===== src/rtl/mem_port_pkg.sv =====
// Shared types and helpers for the multi-channel byte-serial memory port.
package mem_port_pkg;

  localparam logic [2:0] F3_B  = 3'b000;
  localparam logic [2:0] F3_H  = 3'b001;
  localparam logic [2:0] F3_W  = 3'b010;
  localparam logic [2:0] F3_BU = 3'b100;
  localparam logic [2:0] F3_HU = 3'b101;

  typedef enum logic [1:0] {
    ST_IDLE    = 2'd0,
    ST_XFER    = 2'd1,
    ST_IO_WAIT = 2'd2,
    ST_RESP    = 2'd3
  } state_e;

  // Attributes of the accepted request, held for the whole transfer.
  typedef struct packed {
    logic        wr;
    logic [2:0]  f3;
    logic [31:0] wdata;
  } xfer_t;

  function automatic int unsigned idx_width(input int unsigned n);
    return (n > 1) ? $clog2(n) : 1;
  endfunction

  function automatic logic [2:0] byte_count(input logic [2:0] f3);
    case (f3)
      F3_B, F3_BU: return 3'd1;
      F3_H, F3_HU: return 3'd2;
      F3_W:        return 3'd4;
      default:     return 3'd4;
    endcase
  endfunction

  function automatic logic [31:0] load_extend(input logic [2:0] f3, input logic [31:0] raw);
    case (f3)
      F3_B:    return {{24{raw[7]}}, raw[7:0]};
      F3_H:    return {{16{raw[15]}}, raw[15:0]};
      F3_BU:   return {24'b0, raw[7:0]};
      F3_HU:   return {16'b0, raw[15:0]};
      default: return raw;
    endcase
  endfunction

endpackage


===== src/rtl/mem_port_rr_arbiter.sv =====
// NUM_CH-way request arbiter; MEM_PORT_ARB_RR_EN selects round-robin,
// otherwise fixed priority with the lowest index winning.
module mem_port_rr_arbiter
  import mem_port_pkg::*;
#(
  parameter  int unsigned NUM_CH = 2,
  localparam int unsigned IDX_W  = idx_width(NUM_CH)
) (
  input  logic              clk_i,
  input  logic              rst_n_i,
  input  logic [NUM_CH-1:0] req_i,
  input  logic              advance_i,
  output logic              gnt_valid_c_o,
  output logic [IDX_W-1:0]  gnt_idx_c_o
);

  logic [IDX_W-1:0] ptr_q, ptr_d;
  logic [IDX_W-1:0] idx;
  logic             found;
  logic [IDX_W-1:0] win;

  // Scan channels starting at the pointer; first requester wins.
  always_comb begin
    found = 1'b0;
    win   = '0;
    idx   = '0;
    for (int unsigned i = 0; i < NUM_CH; i++) begin
      idx = IDX_W'((32'(ptr_q) + i) % NUM_CH);
      if (!found && req_i[idx]) begin
        found = 1'b1;
        win   = idx;
      end
    end
  end

  assign gnt_valid_c_o = found;
  assign gnt_idx_c_o   = win;

  always_comb begin
    ptr_d = ptr_q;
`ifdef MEM_PORT_ARB_RR_EN
    if (advance_i && found) ptr_d = IDX_W'((32'(win) + 32'd1) % NUM_CH);
`else
    // Fixed priority keeps the scan anchored at channel 0.
    if (advance_i) ptr_d = '0;
`endif
  end

  always_ff @(posedge clk_i or negedge rst_n_i) begin
    if (!rst_n_i) ptr_q <= '0;
    else          ptr_q <= ptr_d;
  end

endmodule


===== src/rtl/mem_port_arbiter.sv =====
// Multi-channel byte-serial RAM port: arbitrates requesters and splits each
// access into byte cycles. Arbitration policy selected by MEM_PORT_ARB_RR_EN.
module mem_port_arbiter
  import mem_port_pkg::*;
#(
  parameter int unsigned NUM_CH    = 2,
  parameter int unsigned ADDR_W    = 32,
  parameter int unsigned IO_SEL_HI = 17
) (
  input  logic                     clk_in,
  input  logic                     rst_n_in,
  input  logic                     rdy_in,
  input  logic [NUM_CH-1:0]        req_valid,
  output logic [NUM_CH-1:0]        req_ready,
  input  logic [NUM_CH-1:0]        req_wr,
  input  logic [3*NUM_CH-1:0]      req_type,
  input  logic [ADDR_W*NUM_CH-1:0] req_addr,
  input  logic [32*NUM_CH-1:0]     req_wdata,
  input  logic [NUM_CH-1:0]        flush_in,
  output logic [NUM_CH-1:0]        resp_valid,
  output logic [31:0]              resp_data,
  input  logic [7:0]               mem_din,
  output logic [7:0]               mem_dout,
  output logic [ADDR_W-1:0]        mem_a,
  output logic                     mem_wr,
  input  logic                     io_buffer_full
);

  localparam int unsigned CH_W = idx_width(NUM_CH);

  state_e              state_q, state_d;
  logic [CH_W-1:0]     ch_q, ch_d;
  logic [ADDR_W-1:0]   addr_q, addr_d;
  xfer_t               attr_q, attr_d;
  logic [2:0]          cnt_q, cnt_d;
  logic [23:0]         rdata_q, rdata_d;
  logic [ADDR_W-1:0]   mem_a_q, mem_a_d;
  logic [7:0]          mem_dout_q, mem_dout_d;
  logic                mem_wr_q, mem_wr_d;
  logic [NUM_CH-1:0]   resp_valid_q, resp_valid_d;

  logic                gnt_valid, hs, io_stall, load_flush, last_byte;
  logic [CH_W-1:0]     gnt_idx;
  logic [ADDR_W-1:0]   sel_addr;
  logic [31:0]         sel_wdata, raw;
  logic [2:0]          sel_f3, nbytes, cnt_nxt;
  logic                sel_wr;

  mem_port_rr_arbiter #(.NUM_CH(NUM_CH)) u_arb (
    .clk_i        (clk_in),
    .rst_n_i      (rst_n_in),
    .req_i        (req_valid & ~flush_in),
    .advance_i    (hs),
    .gnt_valid_c_o(gnt_valid),
    .gnt_idx_c_o  (gnt_idx)
  );

  // Mux out the granted channel's request fields.
  always_comb begin
    sel_addr  = '0;
    sel_wdata = '0;
    sel_f3    = '0;
    sel_wr    = 1'b0;
    for (int unsigned i = 0; i < NUM_CH; i++) begin
      if (gnt_idx == CH_W'(i)) begin
        sel_addr  = req_addr[i*ADDR_W +: ADDR_W];
        sel_wdata = req_wdata[i*32 +: 32];
        sel_f3    = req_type[i*3 +: 3];
        sel_wr    = req_wr[i];
      end
    end
  end

  assign hs         = rst_n_in && rdy_in && (state_q == ST_IDLE) && gnt_valid;
  assign io_stall   = sel_wr && (sel_addr[IO_SEL_HI -: 2] == 2'b11) && io_buffer_full;
  assign nbytes     = byte_count(attr_q.f3);
  assign cnt_nxt    = cnt_q + 3'd1;
  assign last_byte  = (cnt_q == nbytes - 3'd1);
  assign load_flush = !attr_q.wr && flush_in[ch_q];

  always_comb begin
    req_ready = '0;
    if (hs) req_ready[gnt_idx] = 1'b1;
  end

  always_ff @(posedge clk_in or negedge rst_n_in) begin
    if (!rst_n_in) state_q <= ST_IDLE;
    else           state_q <= state_d;
  end

  always_comb begin
    state_d = state_q;
    if (rdy_in) begin
      case (state_q)
        ST_IDLE:    if (hs) state_d = io_stall ? ST_IO_WAIT : ST_XFER;
        ST_XFER:    if (load_flush) state_d = ST_IDLE;
                    else if (last_byte) state_d = ST_RESP;
        ST_IO_WAIT: if (!io_buffer_full) state_d = ST_XFER;
        ST_RESP:    state_d = ST_IDLE;
      endcase
    end
  end

  // Datapath and registered outputs; everything holds while rdy_in is low.
  always_comb begin
    ch_d         = ch_q;
    addr_d       = addr_q;
    attr_d       = attr_q;
    cnt_d        = cnt_q;
    rdata_d      = rdata_q;
    mem_a_d      = mem_a_q;
    mem_dout_d   = mem_dout_q;
    mem_wr_d     = mem_wr_q;
    resp_valid_d = resp_valid_q;
    if (rdy_in) begin
      case (state_q)
        ST_IDLE: begin
          resp_valid_d = '0;
          mem_wr_d     = 1'b0;
          if (hs) begin
            ch_d    = gnt_idx;
            addr_d  = sel_addr;
            attr_d  = '{wr: sel_wr, f3: sel_f3, wdata: sel_wdata};
            cnt_d   = 3'd0;
            rdata_d = '0;
            if (!io_stall) begin
              mem_a_d    = sel_addr;
              mem_dout_d = sel_wdata[7:0];
              mem_wr_d   = sel_wr;
            end
          end
        end
        ST_IO_WAIT: begin
          if (!io_buffer_full) begin
            mem_a_d    = addr_q;
            mem_dout_d = attr_q.wdata[7:0];
            mem_wr_d   = attr_q.wr;
          end
        end
        ST_XFER: begin
          // RAM returns byte k-1 while byte k is being addressed.
          case (cnt_q)
            3'd1:    rdata_d[7:0]   = mem_din;
            3'd2:    rdata_d[15:8]  = mem_din;
            3'd3:    rdata_d[23:16] = mem_din;
            default: ;
          endcase
          if (load_flush || last_byte) begin
            mem_wr_d = 1'b0;
            if (!load_flush) resp_valid_d[ch_q] = 1'b1;
          end else begin
            cnt_d      = cnt_nxt;
            mem_a_d    = addr_q + ADDR_W'(cnt_nxt);
            mem_dout_d = 8'(attr_q.wdata >> {cnt_nxt, 3'b000});
            mem_wr_d   = attr_q.wr;
          end
        end
        ST_RESP: resp_valid_d = '0;
      endcase
    end
  end

  always_ff @(posedge clk_in or negedge rst_n_in) begin
    if (!rst_n_in) begin
      ch_q         <= '0;
      addr_q       <= '0;
      attr_q       <= '0;
      cnt_q        <= '0;
      rdata_q      <= '0;
      mem_a_q      <= '0;
      mem_dout_q   <= '0;
      mem_wr_q     <= 1'b0;
      resp_valid_q <= '0;
    end else begin
      ch_q         <= ch_d;
      addr_q       <= addr_d;
      attr_q       <= attr_d;
      cnt_q        <= cnt_d;
      rdata_q      <= rdata_d;
      mem_a_q      <= mem_a_d;
      mem_dout_q   <= mem_dout_d;
      mem_wr_q     <= mem_wr_d;
      resp_valid_q <= resp_valid_d;
    end
  end

  // Final byte arrives in RESP and is merged combinationally.
  always_comb begin
    case (nbytes)
      3'd1:    raw = {24'b0, mem_din};
      3'd2:    raw = {16'b0, mem_din, rdata_q[7:0]};
      default: raw = {mem_din, rdata_q};
    endcase
    resp_data = (state_q == ST_RESP && !attr_q.wr) ? load_extend(attr_q.f3, raw) : 32'b0;
  end

  assign mem_a      = mem_a_q;
  assign mem_dout   = mem_dout_q;
  assign mem_wr     = mem_wr_q;
  assign resp_valid = resp_valid_q;

endmodule


===== config.mk =====
export PLATFORM = sky130hd
export DESIGN_NAME = mem_port_arbiter
export DESIGN_NICKNAME = d
export VERILOG_FILES = /design/src/rtl/mem_port_pkg.sv /design/src/rtl/mem_port_rr_arbiter.sv /design/src/rtl/mem_port_arbiter.sv
export SDC_FILE = /design/constraint.sdc
export NUM_CORES = 1
export LEC_CHECK = 0
export CAP_MARGIN = 0
export CORE_UTILIZATION = 50
export CTS_CLUSTER_SIZE = 8
export DETAILED_ROUTE_END_ITERATION = 16
export PLACE_DENSITY = 0.82
export SLEW_MARGIN = 15
export SYNTH_ARGS = -nofsm -noshare
export SYNTH_HDL_FRONTEND = slang
export SYNTH_SLANG_ARGS = --single-unit

===== constraint.sdc =====
create_clock -name clk_in -period 5.4 [get_ports clk_in]
set_input_delay 0.54 -clock clk_in [delete_from_list [all_inputs] [get_ports clk_in]]
set_output_delay 0.54 -clock clk_in [all_outputs]
set_load 0.005 [all_outputs]

==> key figures, run 1 <==
Run status
  • Outcome: completed

Floorplan
  • Die Wd: 130 um
  • Top-level I/O count: 229
  • Std cell rows: 46
  • Initial Utilization: 51.5%
  • DIE HEIGHT: 130 um
  • Core Region: 16000 um2
  • Die area: 17000 um2

Clock tree
  • Resized Gates After CTS: 0
  • Clk slew on worst S/H paths: 0.06 ns
  • Root Driver: clkbuf_16
  • Max clock buf depth: 2
  • Sink Count: 141
  • TritonCTS clock tree: done
  • Hold-fix buffers, CTS: 0
  • Clock Latency Late Sink: 0.43 ns
  • CTS H-tree lvls: 4
  • Setup Fix Bufs, Post-CTS: 0
  • Total CTS buffers: 17

Global routing
  • First-pass GRT wire length: 38100 um
  • Largest net degree at the start of global routing: 76
  • Initial antenna violation count: 0
  • All-Layer GR Usage: 29.1%
  • Vias in the first global route: 7590
  • GRT overflow: 0

Layout
  • Final core utilization: 69.7%
  • Commonest non-fill, non-tap cell in the layout: clkdlybuf4s50_1
  • Design area: 11200 um2
  • Most frequent cells in the layout: 227 x clkdlybuf4s50_1, 217 x nand2_1, 141 x dfrtp_1
  • # nets final: 1295
  • Final Non-Filler Cells: 1359
  • Synthesis-to-finish area growth: 35.4%
  • N_diodes: 0
  • Layout cell share with drive strength beyond 1: 6.91%

Yosys
  • Post-synth top area cell: dfrtp_1
  • Mapped Nets: 1103
  • Ys flop type: dfrtp_1
  • Async set-reset flop share out of synthesis: 100%
  • Avg Synthesized Cell Area: 8.78 um2
  • Yosys reg bits: 141
  • Sequential fraction of the synthesis area: 42.8%
  • Mapped cell area: 8240 um2
  • Share of the synthesized area in the top cell type: 42.8%
  • Post-synth cell types: 64
  • Count of mapped cells out of synthesis: 938
  • EDFF count, synth: 0
  • Synth area leaders: dfrtp_1 43%, nand2_1 9.9%, mux2i_1 6.1%, o21ai_0 5.5%, a21oi_1 3.3%
  • Synth warnings: 0

Timing
  • Hold Fails Final Rpt: 0
  • Slew HR: 33.4%
  • Skew final: 0.00734 ns
  • Final period util: 71.2%
  • Worst hold slack: 0.0966 ns
  • Slew @ Worst Pin: 0.999 ns
  • RSZ-0062 raised after global routing: no
  • Fin crit period: 3.85 ns
  • Final setup margin: 1.55 ns
  • Fmax: 0.260 GHz
  • Max-slew violations: 0
  • Final setup violation count: 0
  • TNS Setup: 0 ns

Detailed routing
  • Remaining antenna violation count: 0
  • Drt via density: 5.80
  • Final wirelength: 24100 um
  • Drt drc: 0
  • First-pass iteration count of the detailed router: 5
  • Initial DRC Count: 672
  • Vias: 7888
  • Routed len/inst: 17.7 um

Power and ir drop
  • Cell leakage power: 4.99 nW
  • Total design power: 5.72 mW
  • Peak VDD IR: 0.000287 V
  • PD cells: 513 nW/um2

Setup path
  • Critical Path RT: 5.71 ns
  • Setup crit end kind: flop
  • WS Path Type: reg -> reg
  • Worst r2r src: cnt_q[0]$_DFFE_PN0P_
  • R2r endpoint: mem_a[29]$_DFFE_PN0P_
  • Reg-to-reg slack, setup: 1.55 ns
  • Crit start category: flop
  • Worst Path Max Fanout: 15
  • Crit path DAT: 4.15 ns
  • Reg2Reg Depth: 11

Placement
  • Placed cell count: 1327
  • Gpl congestion: 0.851
  • Post-DP HPWL: 16400 um
  • I/O Buffers: 228
  • Dpl ws: 1.64 ns
  • Dpl cell area: 10600 um2

Job
  • Max cap viols: 0

Worst hold path
  • HP Class: in -> async
-- registers in the layout, summed over array words and instances (netlist names) --
| name | flops |
|---|---|
| ch_q | 1 |
| resp_valid | 2 |
| mem_dout | 8 |
| state_q | 2 |
| attr_q | 36 |
| mem_a | 32 |
| mem_wr | 1 |
| rdata_q | 24 |
| addr_q | 32 |
| cnt_q | 3 |
-- how the worst max path moves through the flow --
stage	slack, ns	start	end
after floorplan	2.28	cnt_q[0]$_DFFE_PN0P_	mem_a[29]$_DFFE_PN0P_
after global placement	1.73	cnt_q[0]$_DFFE_PN0P_	mem_a[29]$_DFFE_PN0P_
after detailed placement	1.64	cnt_q[0]$_DFFE_PN0P_	mem_a[29]$_DFFE_PN0P_
after CTS	1.60	cnt_q[0]$_DFFE_PN0P_	mem_a[29]$_DFFE_PN0P_
after global routing	1.26	cnt_q[0]$_DFFE_PN0P_	mem_a[29]$_DFFE_PN0P_
final	1.55	cnt_q[0]$_DFFE_PN0P_	mem_a[29]$_DFFE_PN0P_
-- final cells by class --
type / instances / area [um2]
clock buffers: 18 / 429
clock inverters: 14 / 138
fillers: 1269 / 4850
inverters: 31 / 116
multi-input cells: 699 / 4300
flip-flops and latches: 141 / 3530
well taps: 216 / 270
repair buffers: 240 / 2370
-- cell usage after synthesis, drive strengths merged, types with 5 or more instances --
cell,instances
o21ai,99
mux2,13
nor2,46
nand4,9
a21o,13
nor3,5
buf,23
a32oi,6
xor2,17
a221oi,17
mux2i,50
a21oi,57
ha,12
nor4,10
dfrtp,141
xnor2,7
a22oi,32
clkbuf,44
and3,7
a22o,13
nand2b,8
nand2,218
inv,31
nand3,7
mux4,6
a211oi,7
-- logic make-up after synthesis --
logic type	share of synthesized area [%]
AND/OR/NAND/NOR	17.3
flip-flops	42.8
adder cells (fa/ha/maj)	2.07
XOR/XNOR	2.55
buffers and inverters	5.21
multiplexers	9.59
AO/OA/AOI/OAI	20.4
-- per-layer routing --
metal  global-route usage (%)  vias up  routed length (um)
met5                        0        -                   0
met4                     11.4        0                 539
met1                     38.6     3775               10300
met3                     5.66       44                1700
li1                         -     3704                   -
met2                     47.2      365               11500
-- power by group --
part / internal (mW) / switching [mW] / leakage (nW) / total (mW)
Combinational: 1.23 / 1.38 / 2.94 / 2.61
Clock: 0.642 / 0.494 / 0.261 / 1.14
Sequential: 1.52 / 0.444 / 1.79 / 1.97
-- worst max-delay path, cell delays in order, from the launching register on --
cell,delay [ns]
dfrtp_1,0.73
inv_1,0.24
ha_1,0.63
inv_1,0.16
ha_1,0.33
a211o_1,0.12
o2111ai_1,0.12
buf_4,0.22
nor4_4,0.42
mux2_2,0.38
a221oi_1,0.24
o21ai_1,0.12
Power figures use the tool's default switching activity.
==> inputs of run 2 (changes only) <==
--- a/config.mk
+++ b/config.mk
@@ -6,10 +6,10 @@
 export NUM_CORES = 1
 export LEC_CHECK = 0
 export CAP_MARGIN = 0
-export CORE_UTILIZATION = 50
+export CORE_UTILIZATION = 49
 export CTS_CLUSTER_SIZE = 8
 export DETAILED_ROUTE_END_ITERATION = 16
-export PLACE_DENSITY = 0.82
+export PLACE_DENSITY = 0.8
 export SLEW_MARGIN = 15
 export SYNTH_ARGS = -nofsm -noshare
 export SYNTH_HDL_FRONTEND = slang
==> constraint.sdc (replaced) <==
create_clock -name clk_in -period 3.9 [get_ports clk_in]
set_input_delay 0.39 -clock clk_in [delete_from_list [all_inputs] [get_ports clk_in]]
set_output_delay 0.39 -clock clk_in [all_outputs]
set_load 0.005 [all_outputs]
==> key figures, run 2 (synthesis gave the netlist of run 1 again) <==
Run status
  • Outcome: completed

Setup path
  • Setup crit end kind: flop
  • Crit path DAT: 3.58 ns
  • Crit start category: flop
  • WS Path Type: reg -> reg
  • Worst Path Max Fanout: 11
  • CP Cell Sequence: ha_1 -> ha_1 -> inv_1 -> ha_1 -> a21o_1 -> nand3_1 -> nor4_1 -> xor2_1 -> a221oi_1 -> o21ai_0
  • Crit-path most repeated cell: ha_1
  • Delay-heaviest family, CP: adder cells
  • Critical Path RT: 4.17 ns
  • Slowest Stage Delay on Critical Path: 0.50 ns
  • Worst Path Buf+Inv: 1
  • Slowest cell on the critical path: ha_1

Power and ir drop
  • Clock share of power: 22.2%
  • Seq pwr share: 32.8%
  • Peak VDD IR: 0.000444 V
  • Comb power frac: 45.0%
  • Net Sw Frac: 38.7%
  • PD cells: 722 nW/um2
  • NetSw: 3.16 mW
  • Cell leakage power: 5.09 nW
  • Internal power: 5.00 mW

Floorplan
  • Std cell rows: 47
  • Core Region: 16500 um2
  • Initial Utilization: 49.8%
  • Top-level I/O count: 229
  • Die area: 17300 um2
  • Die Wd: 132 um
  • DIE HEIGHT: 132 um

Layout
  • Max reg flops: 36
  • # nets final: 1303
  • Reg with most FFs: attr_q
  • Layout filler cell count: 1337
  • Design area: 11300 um2
  • Synthesis-to-finish area growth: 37.2%
  • Final Non-Filler Cells: 1371
  • Most frequent cells in the layout: 227 x clkdlybuf4s50_1, 217 x nand2_1, 141 x dfrtp_1
  • N_diodes: 0
  • Commonest non-fill, non-tap cell in the layout: clkdlybuf4s50_1
  • Layout cell share with drive strength beyond 1: 7.56%

Clock tree
  • Total CTS buffers: 17
  • Clk slew on worst S/H paths: 0.06 ns
  • Sink Count: 141
  • Hold-fix buffers, CTS: 0
  • Root Driver: clkbuf_16
  • Max clock buf depth: 2
  • Clock Latency Late Sink: 0.43 ns
  • Setup Fix Bufs, Post-CTS: 0
  • CTS H-tree lvls: 4
  • TritonCTS clock tree: done
  • Resized Gates After CTS: 0

Placement
  • Placed cell count: 1339
  • Gpl congestion: 0.879
  • Dpl cell area: 10600 um2
  • Post-DP HPWL: 16400 um
  • Dpl ws: 0.653 ns
  • I/O Buffers: 228

Timing
  • Max-slew violations: 0
  • Skew final: 0.00886 ns
  • RSZ-0062 raised after global routing: no
  • TNS Setup: 0 ns
  • Final setup margin: 0.596 ns
  • Final period util: 84.7%
  • Slew @ Worst Pin: 0.956 ns
  • Fmax: 0.303 GHz
  • Hold Fails Final Rpt: 0
  • Fin crit period: 3.30 ns
  • Slew HR: 36.3%
  • Final setup violation count: 0

Detailed routing
  • Drt drc: 0
  • Drt via density: 5.74
  • Vias: 7866
  • Remaining antenna violation count: 0
  • First-pass iteration count of the detailed router: 5
  • Final wirelength: 23700 um
  • Initial DRC Count: 564
  • Routed len/inst: 17.3 um

Global routing
  • GRT overflow: 0
  • Vias in the first global route: 7506
  • First-pass GRT wire length: 38600 um
  • All-Layer GR Usage: 28.0%
  • Initial antenna violation count: 0
  • Largest net degree at the start of global routing: 79

Job
  • Max cap viols: 0

Worst hold path
  • HP Class: in -> async
==> run 2: cell count changes in the layout (fill, tap and decap cells not counted), sizes merged <==
| cell | delta |
|---|---|
| buf | +8 |
| bufinv | +4 |
| clkinv | +3 |
| clkinvlp | -3 |
| inv | -4 |
==> run 2: path summary, 6_finish.rpt <==
check                                startpoint                 endpoint  slack [ns]  cells past startpoint
setup / recovery           cnt_q[1]$_DFFE_PN0P_    mem_a[28]$_DFFE_PN0P_        0.60                     10
hold / removal                         rst_n_in   rdata_q[6]$_DFFE_PN0P_        0.20                      2
setup reg to reg           cnt_q[1]$_DFFE_PN0P_    mem_a[28]$_DFFE_PN0P_        0.60                     10
hold reg to reg              mem_wr$_DFFE_PN0P_       mem_wr$_DFFE_PN0P_        0.48                      2
max in group asynchronous              rst_n_in  rdata_q[17]$_DFFE_PN0P_        2.23                      3
min in group clk_in                    rst_n_in         ch_q$_DFFE_PN0P_        0.35                      3
==> run 2: power by group through the flow <==
stage | combinational (mW) | clock [mW] | sequential [mW]
after detailed placement | 3.65 | 0 | 2.68
after global routing | 4.05 | 1.88 | 2.76
after global placement | 3.55 | 0 | 2.66
after floorplan | 2.43 | 0 | 2.53
final | 3.67 | 1.81 | 2.68
after CTS | 3.68 | 1.82 | 2.67
==> run 2: metrics by stage <==
step | power (mW) | util (%) | hold slack [ns]
floorplan | 4.96 | - | 0.0944
global placement | 6.21 | 64.4 | 0.461
detailed placement | 6.33 | 64.4 | 0.467
CTS | 8.17 | 68.4 | 0.232
global route | 8.69 | 68.4 | 0.277
finish | 8.16 | 68.4 | 0.197
==> run 2: final cells by class <==
cell class                      instances  area, um2  area share [%]
Multi-Input combinational cell        699       4300            38.0
Sequential cell                       141       3530            31.2
Timing Repair Buffer                  248       2430            21.5
Clock buffer                           18        439            3.89
Tap cell                              220        275            2.44
Clock inverter                         14        215            1.90
Inverter                               31        116            1.03
==> run 2: metal layers <==
metal  vias up  share of wire [%]  track usage, %
met3        38                6.0            5.56
met5         -                  0               0
met4         0                1.8            8.33
li1       3720                  -               -
met1      3816                 43            37.4
met2       292                 49            45.9
